## config.mk

```make
export PLATFORM = sky130hd
export DESIGN_NAME = run_ctrl_fsm
export DESIGN_NICKNAME = d
export VERILOG_FILES = /design/src/rtl/run_ctrl_pkg.sv /design/src/rtl/run_ctrl_timer.sv /design/src/rtl/run_ctrl_fsm.sv
export SDC_FILE = /design/constraint.sdc
export NUM_CORES = 1
export LEC_CHECK = 0
export CAP_MARGIN = 20
export CORE_MARGIN = 5
export CORE_UTILIZATION = 53
export DETAILED_ROUTE_END_ITERATION = 10
export PLACE_DENSITY = 0.87
export SETUP_SLACK_MARGIN = 0.05
export SKIP_LAST_GASP = 1
export SYNTH_ARGS = -nofsm -noshare
export SYNTH_HDL_FRONTEND = slang
export SYNTH_SLANG_ARGS = --single-unit
```

## constraint.sdc

```tcl
create_clock -name clk -period 3.4 [get_ports clk]
set_input_delay 0.68 -clock clk [delete_from_list [all_inputs] [get_ports clk]]
set_output_delay 0.68 -clock clk [all_outputs]
set_load 0.01 [all_outputs]
```

## src/rtl/run_ctrl_pkg.sv

```systemverilog
// Shared state encoding and helpers for the run/pause controller.
// State codes are also used by the host register map.
package run_ctrl_pkg;

    typedef enum logic [1:0] {
        ST_IDLE  = 2'd0,
        ST_RUN   = 2'd1,
        ST_PAUSE = 2'd2,
        ST_DONE  = 2'd3
    } run_state_t;

    localparam logic [1:0] STATE_ENC_IDLE  = 2'd0;
    localparam logic [1:0] STATE_ENC_RUN   = 2'd1;
    localparam logic [1:0] STATE_ENC_PAUSE = 2'd2;
    localparam logic [1:0] STATE_ENC_DONE  = 2'd3;

    // Pause timer width; never below one bit so a disabled timeout still elaborates.
    function automatic int timer_width(input int pause_to);
        return (pause_to < 1) ? 1 : $clog2(pause_to + 1);
    endfunction

endpackage

```

## src/rtl/run_ctrl_timer.sv

```systemverilog
// Up-counter with synchronous clear, enable and a fixed terminal-count flag.
// Clear dominates enable; the flag is suppressed when TC_EN is 0.
module run_ctrl_timer #(
    parameter int         W     = 8,
    parameter logic [W-1:0] TC  = '0,
    parameter bit         TC_EN = 1'b1
) (
    input  logic clk,
    input  logic rst_n,
    input  logic clr_i,
    input  logic en_i,
    output logic tc_o
);

    logic [W-1:0] count_q;
    logic [W-1:0] count_d;

    always_comb begin
        count_d = count_q;
        if (clr_i) begin
            count_d = '0;
        end else if (en_i) begin
            count_d = count_q + W'(1);
        end
    end

    always_ff @(posedge clk or negedge rst_n) begin
        if (!rst_n) begin
            count_q <= '0;
        end else begin
            count_q <= count_d;
        end
    end

    assign tc_o = TC_EN && (count_q == TC);

endmodule

```

## src/rtl/run_ctrl_fsm.sv

```systemverilog
// Run/pause controller: bounded runs with completion pulse, pause timeout,
// abort, and a RUN-cycle counter. All outputs are registered from next state.
module run_ctrl_fsm
    import run_ctrl_pkg::*;
#(
    parameter int  CNT_W    = 16,
    parameter int  PAUSE_TO = 255,
    localparam int TO_W     = timer_width(PAUSE_TO)
) (
    input  logic             clk,
    input  logic             rst_n,
    input  logic             go,
    input  logic             stop,
    input  logic             abort,
    input  logic [CNT_W-1:0] run_limit,
    output logic             running,
    output logic             paused,
    output logic             done,
    output logic             timeout,
    output logic [CNT_W-1:0] run_cnt,
    output logic [1:0]       state_o
);

    localparam logic [TO_W-1:0] TO_TC = TO_W'((PAUSE_TO == 0) ? 0 : PAUSE_TO - 1);

    run_state_t       state_q, state_d;
    logic [CNT_W-1:0] cnt_q, cnt_d;
    logic [CNT_W-1:0] limit_q, limit_d;
    logic             timeout_d;
    logic             running_q, paused_q, done_q, timeout_q;
    logic             timer_clr, timer_tc;

    // Timer restarts from zero on every PAUSE entry and whenever PAUSE is left.
    assign timer_clr = (state_q != ST_PAUSE) || (state_d != ST_PAUSE);

    run_ctrl_timer #(
        .W     (TO_W),
        .TC    (TO_TC),
        .TC_EN (PAUSE_TO != 0)
    ) u_pause_timer (
        .clk   (clk),
        .rst_n (rst_n),
        .clr_i (timer_clr),
        .en_i  (state_q == ST_PAUSE),
        .tc_o  (timer_tc)
    );

    always_comb begin
        state_d   = state_q;
        cnt_d     = cnt_q;
        limit_d   = limit_q;
        timeout_d = 1'b0;
        if (abort) begin
            state_d = ST_IDLE;
        end else begin
            unique case (state_q)
                ST_IDLE: begin
                    if (go) begin
                        state_d = ST_RUN;
                        cnt_d   = '0;
                        limit_d = run_limit;
                    end
                end
                ST_RUN: begin
                    cnt_d = cnt_q + CNT_W'(1);
                    // Reaching the limit wins over a pause request in the same cycle.
                    if ((limit_q != '0) && (cnt_d == limit_q)) begin
                        state_d = ST_DONE;
                    end else if (stop) begin
                        state_d = ST_PAUSE;
                    end
                end
                ST_PAUSE: begin
                    if (go) begin
                        state_d = ST_RUN;
                    end else if (stop) begin
                        state_d = ST_IDLE;
                    end else if (timer_tc) begin
                        state_d   = ST_IDLE;
                        timeout_d = 1'b1;
                    end
                end
                ST_DONE: begin
                    state_d = ST_IDLE;
                end
                default: begin
                    state_d = ST_IDLE;
                end
            endcase
        end
    end

    always_ff @(posedge clk or negedge rst_n) begin
        if (!rst_n) begin
            state_q   <= ST_IDLE;
            cnt_q     <= '0;
            limit_q   <= '0;
            running_q <= 1'b0;
            paused_q  <= 1'b0;
            done_q    <= 1'b0;
            timeout_q <= 1'b0;
        end else begin
            state_q   <= state_d;
            cnt_q     <= cnt_d;
            limit_q   <= limit_d;
            running_q <= (state_d == ST_RUN);
            paused_q  <= (state_d == ST_PAUSE);
            done_q    <= (state_d == ST_DONE);
            timeout_q <= timeout_d;
        end
    end

    assign running = running_q;
    assign paused  = paused_q;
    assign done    = done_q;
    assign timeout = timeout_q;
    assign run_cnt = cnt_q;
    assign state_o = state_q;

endmodule

```

==> impl_results.md, run 1 <==
* Outcome: completed
* Register area share after synthesis at 0.445
* Via Count at 2147
* Port Buf Inserts at 42
* P per Cell Area at 400 nW/µm²
* Ant diodes at 0
* Tmin final at 2.99 ns
* Vias in the first global route at 2115
* Final Hold Viols at 0
* First-pass GRT wire length at 10100 µm
* DRT iter0 DRCs at 105
* Num CTS Buffers at 5
* Post-Syn Instances at 267
* Via density at 5.69
* Number of synthesized register bits at 46
* Final-report max-slew violation count at 0
* Worst skew pair latency at 0.30 ns
* Post-Route WL at 5950 µm
* Area grow syn2layout at 23.4%
* Rel. slew slack at 0.588
* Type of destination of the critical path: flip-flop
* Root Driver: clkbuf_8
* Final GP Congestion at 0.898
* Hold WC Path Type: in -> async
* Initial core utilization at 0.548
* Top Family by Delay on Critical Path: simple AND/OR/NAND/NOR gates
* Fmax at 334 MHz
* Area contributors post-synth: dfrtp_1 44%, mux2_2 6.5%, xor2_1 5.4%, o21ai_0 4.4%, xnor2_1 4.4%
* Worst-path maximum fanout at 9
* Die ar. at 6380 µm²
* Pwr Total at 1.28 mW
* CTS tree: yes
* Die Y at 79.9 µm
* Clock slew at reported path FFs at 0.08 ns
* Routed len/inst at 15.8 µm
* WP data required at 3.61 ns
* Syn nets at 291
* Post-CTS sizing at 0
* CP max stage cell: nor4_1
* Layout cells sized above 1 at 0.129
* Area leader, netlist: dfrtp_1
* WP data arrival at 3.20 ns
* Core ar. at 4720 µm²
* Post-CTS setup buffer count at 0
* Row count at 25
* Number of max-cap violations at 0
* Synth Cell Area at 2590 µm²
* Post-DP HPWL at 4300 µm
* Number of synthesized flops with an enable pin at 0
* Largest net degree at the start of global routing at 47
* H-Tree Depth at 2
* Leakage power at 1.31 nW
* TritonRoute pass-1 iters at 4
* Setup crit start kind: flip-flop
* Sum of negative setup slack at 0 ns
* WP buf/inv at 0
* Final setup vio count at 0
* Clk sinks at 46
* Clock skew at 0.00888 ns
* Post-synth top area share at 0.445
* Top Ports at 43
* Mean Syn Cell Area at 9.69 µm²
* Die Width at 79.9 µm
* GRT overflow at 0
* Period utilization at 0.880
* Post-DRT Antenna Nets at 0
* Antenna violations before repair at 0
* GRT Overall Usage at 0.202
* Drt drc at 0
* Synth Warn # at 0
* Critical path's largest stage delay at 0.56 ns
* Cell Chain, Critical Path: ha_1 -> nand3_1 -> nor4_1 -> xnor2_1 -> o211a_1 -> nand4b_1 -> or4_4 -> a221oi_2
* Worst-Margin Slew at 0.613 ns
* Nets at 333
* Hold_buf cts at 0
* Worst VDD drop at 0.000317 V
* Distinct cells, synth at 46
* FFs w/ async S/R, synth at 1.00
* Crit path kind: reg -> reg
* Top_reg_cell synth: dfrtp_1
* RSZ-0062 raised after global routing: no
* CTS Buffer Depth at 2
## routing by layer
| layer | track usage | up-vias | wire, µm |
|---|---|---|---|
| li1 | - | 1042 | - |
| met1 | 0.267 | 1027 | 2600 |
| met2 | 0.318 | 66 | 2870 |
| met3 | 0.0542 | 12 | 413 |
| met4 | 0.0743 | 0 | 76 |
| met5 | 0 | - | 0 |
## state kept, by name (all words and copies together) (netlist names)
register and cells:
paused 1, limit_q 16, done 1, running 1, u_pause_timer.count_q 8, run_cnt 16
state_o 2, timeout 1
## worst register-to-register path, stage by stage, from the launching register on
cell and delay [ns]:
dfrtp_1 0.53, ha_1 0.34, nand3_1 0.29, nor4_1 0.57
xnor2_1 0.20, o211a_1 0.17, nand4b_1 0.09, or4_4 0.45
a221oi_2 0.25
## worst paths after layout
kind | to | slack (ns) | depth (start not counted) | from
worst max-delay path | state_o[1]$_DFF_PN0_ | 0.41 | 8 | run_cnt[0]$_DFFE_PN0P_
worst min-delay path | run_cnt[8]$_DFFE_PN0P_ | 0.35 | 1 | rst_n
worst max register to register | state_o[1]$_DFF_PN0_ | 0.41 | 8 | run_cnt[0]$_DFFE_PN0P_
worst min register to register | u_pause_timer.count_q[4]$_DFFE_PN0P_ | 0.54 | 2 | u_pause_timer.count_q[4]$_DFFE_PN0P_
max in group asynchronous | limit_q[4]$_DFFE_PN0P_ | 2.55 | 2 | rst_n
min in group clk | u_pause_timer.count_q[4]$_DFFE_PN0P_ | 0.54 | 2 | u_pause_timer.count_q[4]$_DFFE_PN0P_
## per-stage QoR
stage | cell area [µm²] | setup WS (ns) | hold slack, ns | std cells | util
after floorplan | 2590 | 0.615 | 0.384 | 267 | -
after global placement | 3060 | 0.618 | 0.513 | 368 | 0.648
after detailed placement | 3060 | 0.486 | 0.526 | 368 | 0.648
after CTS | 3170 | 0.458 | 0.548 | 376 | 0.672
after global routing | 3190 | 0.151 | 0.384 | 377 | 0.676
final | 3190 | 0.407 | 0.348 | 377 | 0.676
## Yosys cell counts, drive strengths merged, types with 3 or more instances
cell type  number
xor2           16
a21oi           9
a31oi           3
dfrtp          46
nor4            7
and3            6
clkbuf          7
mux2           15
nand4           6
o21ai          24
o31ai           3
nand2          22
nor2           26
buf             4
inv             5
nand3          13
nand3b          3
xnor2          13
ha              3
nor3            7
## cell usage in the layout, fill, tap and decap left out, types with 3 or more instances in the layout
cell type	instances
clkbuf_8	8
clkdlybuf4s50_1	41
o31ai_1	3
and3_1	6
inv_1	5
nand3_1	13
mux2_2	15
a31oi_1	3
nor3_1	6
nand3b_1	3
dfrtp_1	46
xor2_1	16
nor2_1	26
nand4_1	4
a21oi_1	9
ha_1	3
nor4_1	7
o21ai_0	23
buf_4	3
xnor2_1	13
nand2_1	21
## power by group
group | internal (mW) | leakage, nW | switching [mW]
Combinational | 0.130 | 0.645 | 0.109
Sequential | 0.592 | 0.605 | 0.0647
Clock | 0.205 | 0.0575 | 0.177
## final cells by class
class | instances | area (µm²)
flip-flops and latches | 46 | 1150
clock buffers | 8 | 110
multi-input cells | 205 | 1370
inverters | 5 | 18.8
repair buffers | 46 | 458
well taps | 67 | 83.8
fillers | 365 | 1530
## logic make-up (layout without fill, tap and decap cells)
kind of cell / Yosys count / after routing / synth area share
and+or+nand+nor: 106 / 106 / 0.224
AOI/OAI and AO/OA: 52 / 52 / 0.125
adders and majority gates: 3 / 3 / 0.0145
muxes: 15 / 15 / 0.0653
buffers and inverters: 16 / 59 / 0.0276
DFF: 46 / 46 / 0.445
xor gates and xnor gates: 29 / 29 / 0.0982
Note: power is estimated with default switching activity, not from simulation.
==> run 2, diff against run 1 <==
--- a/config.mk
+++ b/config.mk
@@ -7,9 +7,10 @@
 export LEC_CHECK = 0
 export CAP_MARGIN = 20
 export CORE_MARGIN = 5
-export CORE_UTILIZATION = 53
+export CORE_UTILIZATION = 55
 export DETAILED_ROUTE_END_ITERATION = 10
-export PLACE_DENSITY = 0.87
+export DONT_BUFFER_PORTS = 1
+export PLACE_DENSITY = 0.77
 export SETUP_SLACK_MARGIN = 0.05
 export SKIP_LAST_GASP = 1
 export SYNTH_ARGS = -nofsm -noshare
==> constraint.sdc (replaced) <==
create_clock -name clk -period 3.2 [get_ports clk]
set_input_delay 0.64 -clock clk [delete_from_list [all_inputs] [get_ports clk]]
set_output_delay 0.64 -clock clk [all_outputs]
set_load 0.01 [all_outputs]
==> impl_results.md, run 2 (synthesis gave the netlist of run 1 again) <==
* Outcome: completed
* Crit path from: run_cnt[2]$_DFFE_PN0P_
* Flop pwr share at 0.548
* Post-CTS sizing at 0
* WP data arrival at 3.10 ns
* Type of destination of the critical path: flip-flop
* Post-CTS setup buffer count at 0
* H-Tree Depth at 2
* Post-DP HPWL at 4040 µm
* Pwr Total at 1.26 mW
* Via Count at 1986
* TritonRoute pass-1 iters at 4
* Setup ws final at 0.305 ns
* CTS Buffer Depth at 2
* Worst skew pair latency at 0.30 ns
* GRT Overall Usage at 0.198
* Root Driver: clkbuf_8
* Hold WC Path Type: in -> async
* Die Width at 78.6 µm
* Worst-Margin Slew at 0.817 ns
* Antenna violations before repair at 0
* Sum of negative setup slack at 0 ns
* Area grow syn2layout at 5.75%
* Filler instances at 415
* Final Hold Viols at 0
* Clock slew at reported path FFs at 0.08 ns
* Setup crit start kind: flip-flop
* Die ar. at 6180 µm²
* Int Power at 0.911 mW
* Clock skew at 0.00706 ns
* Worst VDD drop at 0.000226 V
* CP endpoint: state_o[1]$_DFF_PN0_
* Nets at 292
* Tmin final at 2.90 ns
* Routed len/inst at 17.0 µm
* Via density at 6.15
* Most common cell after layout, fill and taps aside: dfrtp_1
* WP data required at 3.40 ns
* Clk sinks at 46
* Largest net degree at the start of global routing at 47
* Drt drc at 0
* Initial core utilization at 0.559
* Die Y at 78.6 µm
* Crit path kind: reg -> reg
* GRT overflow at 0
* Final setup vio count at 0
* Critical R2R Capture: state_o[1]$_DFF_PN0_
* Worst-path maximum fanout at 12
* Number of max-cap violations at 0
* RSZ-0062 raised after global routing: no
* Hold_buf cts at 0
* P per Cell Area at 460 nW/µm²
* DRT iter0 DRCs at 97
* Rel. slew slack at 0.453
* Post-DRT Antenna Nets at 0
* Sw Ratio at 0.277
* Fmax at 345 MHz
* Combinational share of power at 0.166
* Port Buf Inserts at 0
* R2R Setup Slk at 0.30 ns
* Place WS at 0.331 ns
* First-pass GRT wire length at 9640 µm
* Vias in the first global route at 2004
* Row count at 25
* Final-report max-slew violation count at 0
* Cells on worst reg2reg path at 7
* Critical R2R Launch: run_cnt[2]$_DFFE_PN0P_
* Layout cells sized above 1 at 0.145
* Final GP Congestion at 0.878
* Layout Utilization at 0.591
* Sw power at 0.349 mW
* Leading cell types in the layout, fill and taps excluded: 46 x dfrtp_1, 26 x nor2_1, 23 x o21ai_0
* Post-Route WL at 5500 µm
* Clock power frac at 0.286
* Ant diodes at 0
* Leakage power at 1.15 nW
* Period utilization at 0.905
* Core ar. at 4630 µm²
* CTS tree: yes
* Top Ports at 43
* Num CTS Buffers at 5
==> run 2: cell count changes in the layout (fill, tap and decap cells not counted), sizes merged <==
cell / change
clkdlybuf4s50: -41
clkinv: +1
clkbuf: -1
==> run 2: through the flow <==
step | std cells | instance area (µm²) | hold WS [ns]
floorplan | 267 | 2590 | 0.344
global placement | 315 | 2650 | 0.346
detailed placement | 315 | 2650 | 0.346
CTS | 323 | 2740 | 0.0158
global route | 323 | 2740 | 0.00235
finish | 323 | 2740 | 0.0241
==> run 2: worst min path at each step <==
stage,start,to,slack (ns),cells after the start
final,rst_n,u_pause_timer.count_q[2]$_DFFE_PN0P_,0.02,0
after CTS,rst_n,run_cnt[2]$_DFFE_PN0P_,0.02,0
after detailed placement,rst_n,u_pause_timer.count_q[2]$_DFFE_PN0P_,0.35,0
after global placement,rst_n,u_pause_timer.count_q[2]$_DFFE_PN0P_,0.35,0
after floorplan,rst_n,done$_DFF_PN0_,0.34,0
after global routing,rst_n,u_pause_timer.count_q[2]$_DFFE_PN0P_,0.002,0
==> run 2: cell type report <==
| class | count | area [µm²] | share of cell area |
|---|---|---|---|
| repair buffers | 5 | 37.5 | 0.0137 |
| multi-input cells | 205 | 1370 | 0.501 |
| inverters | 5 | 18.8 | 0.00686 |
| well taps | 54 | 67.6 | 0.0247 |
| clock inverters | 1 | 5.00 | 0.00183 |
| clock buffers | 7 | 86.3 | 0.0316 |
| flip-flops and latches | 46 | 1150 | 0.421 |
==> run 2: power by group through the flow <==
stage / combinational [mW] / sequential (mW) / clock (mW)
2_1_floorplan: 0.162 / 0.689 / 0
3_3_place_gp: 0.204 / 0.698 / 0
3_5_place_dp: 0.208 / 0.701 / 0
4_1_cts: 0.209 / 0.690 / 0.370
5_1_grt: 0.233 / 0.699 / 0.398
6_report: 0.209 / 0.691 / 0.360
==> run 2: per-layer routing <==
metal | share of wire | GRT usage | up-vias
met5 | 0 | 0 | -
met4 | 0.015 | 0.0629 | 0
met3 | 0.084 | 0.0677 | 6
met2 | 0.46 | 0.312 | 65
met1 | 0.44 | 0.254 | 951
li1 | - | - | 964
==> run 2: critical path: stages (launching register included) <==
cell,delay (ns)
dfrtp_1,0.62
nand4_4,0.24
or3_1,0.51
nand2_4,0.11
nor2_1,0.04
or4b_1,0.50
or4_4,0.52
a221oi_2,0.26
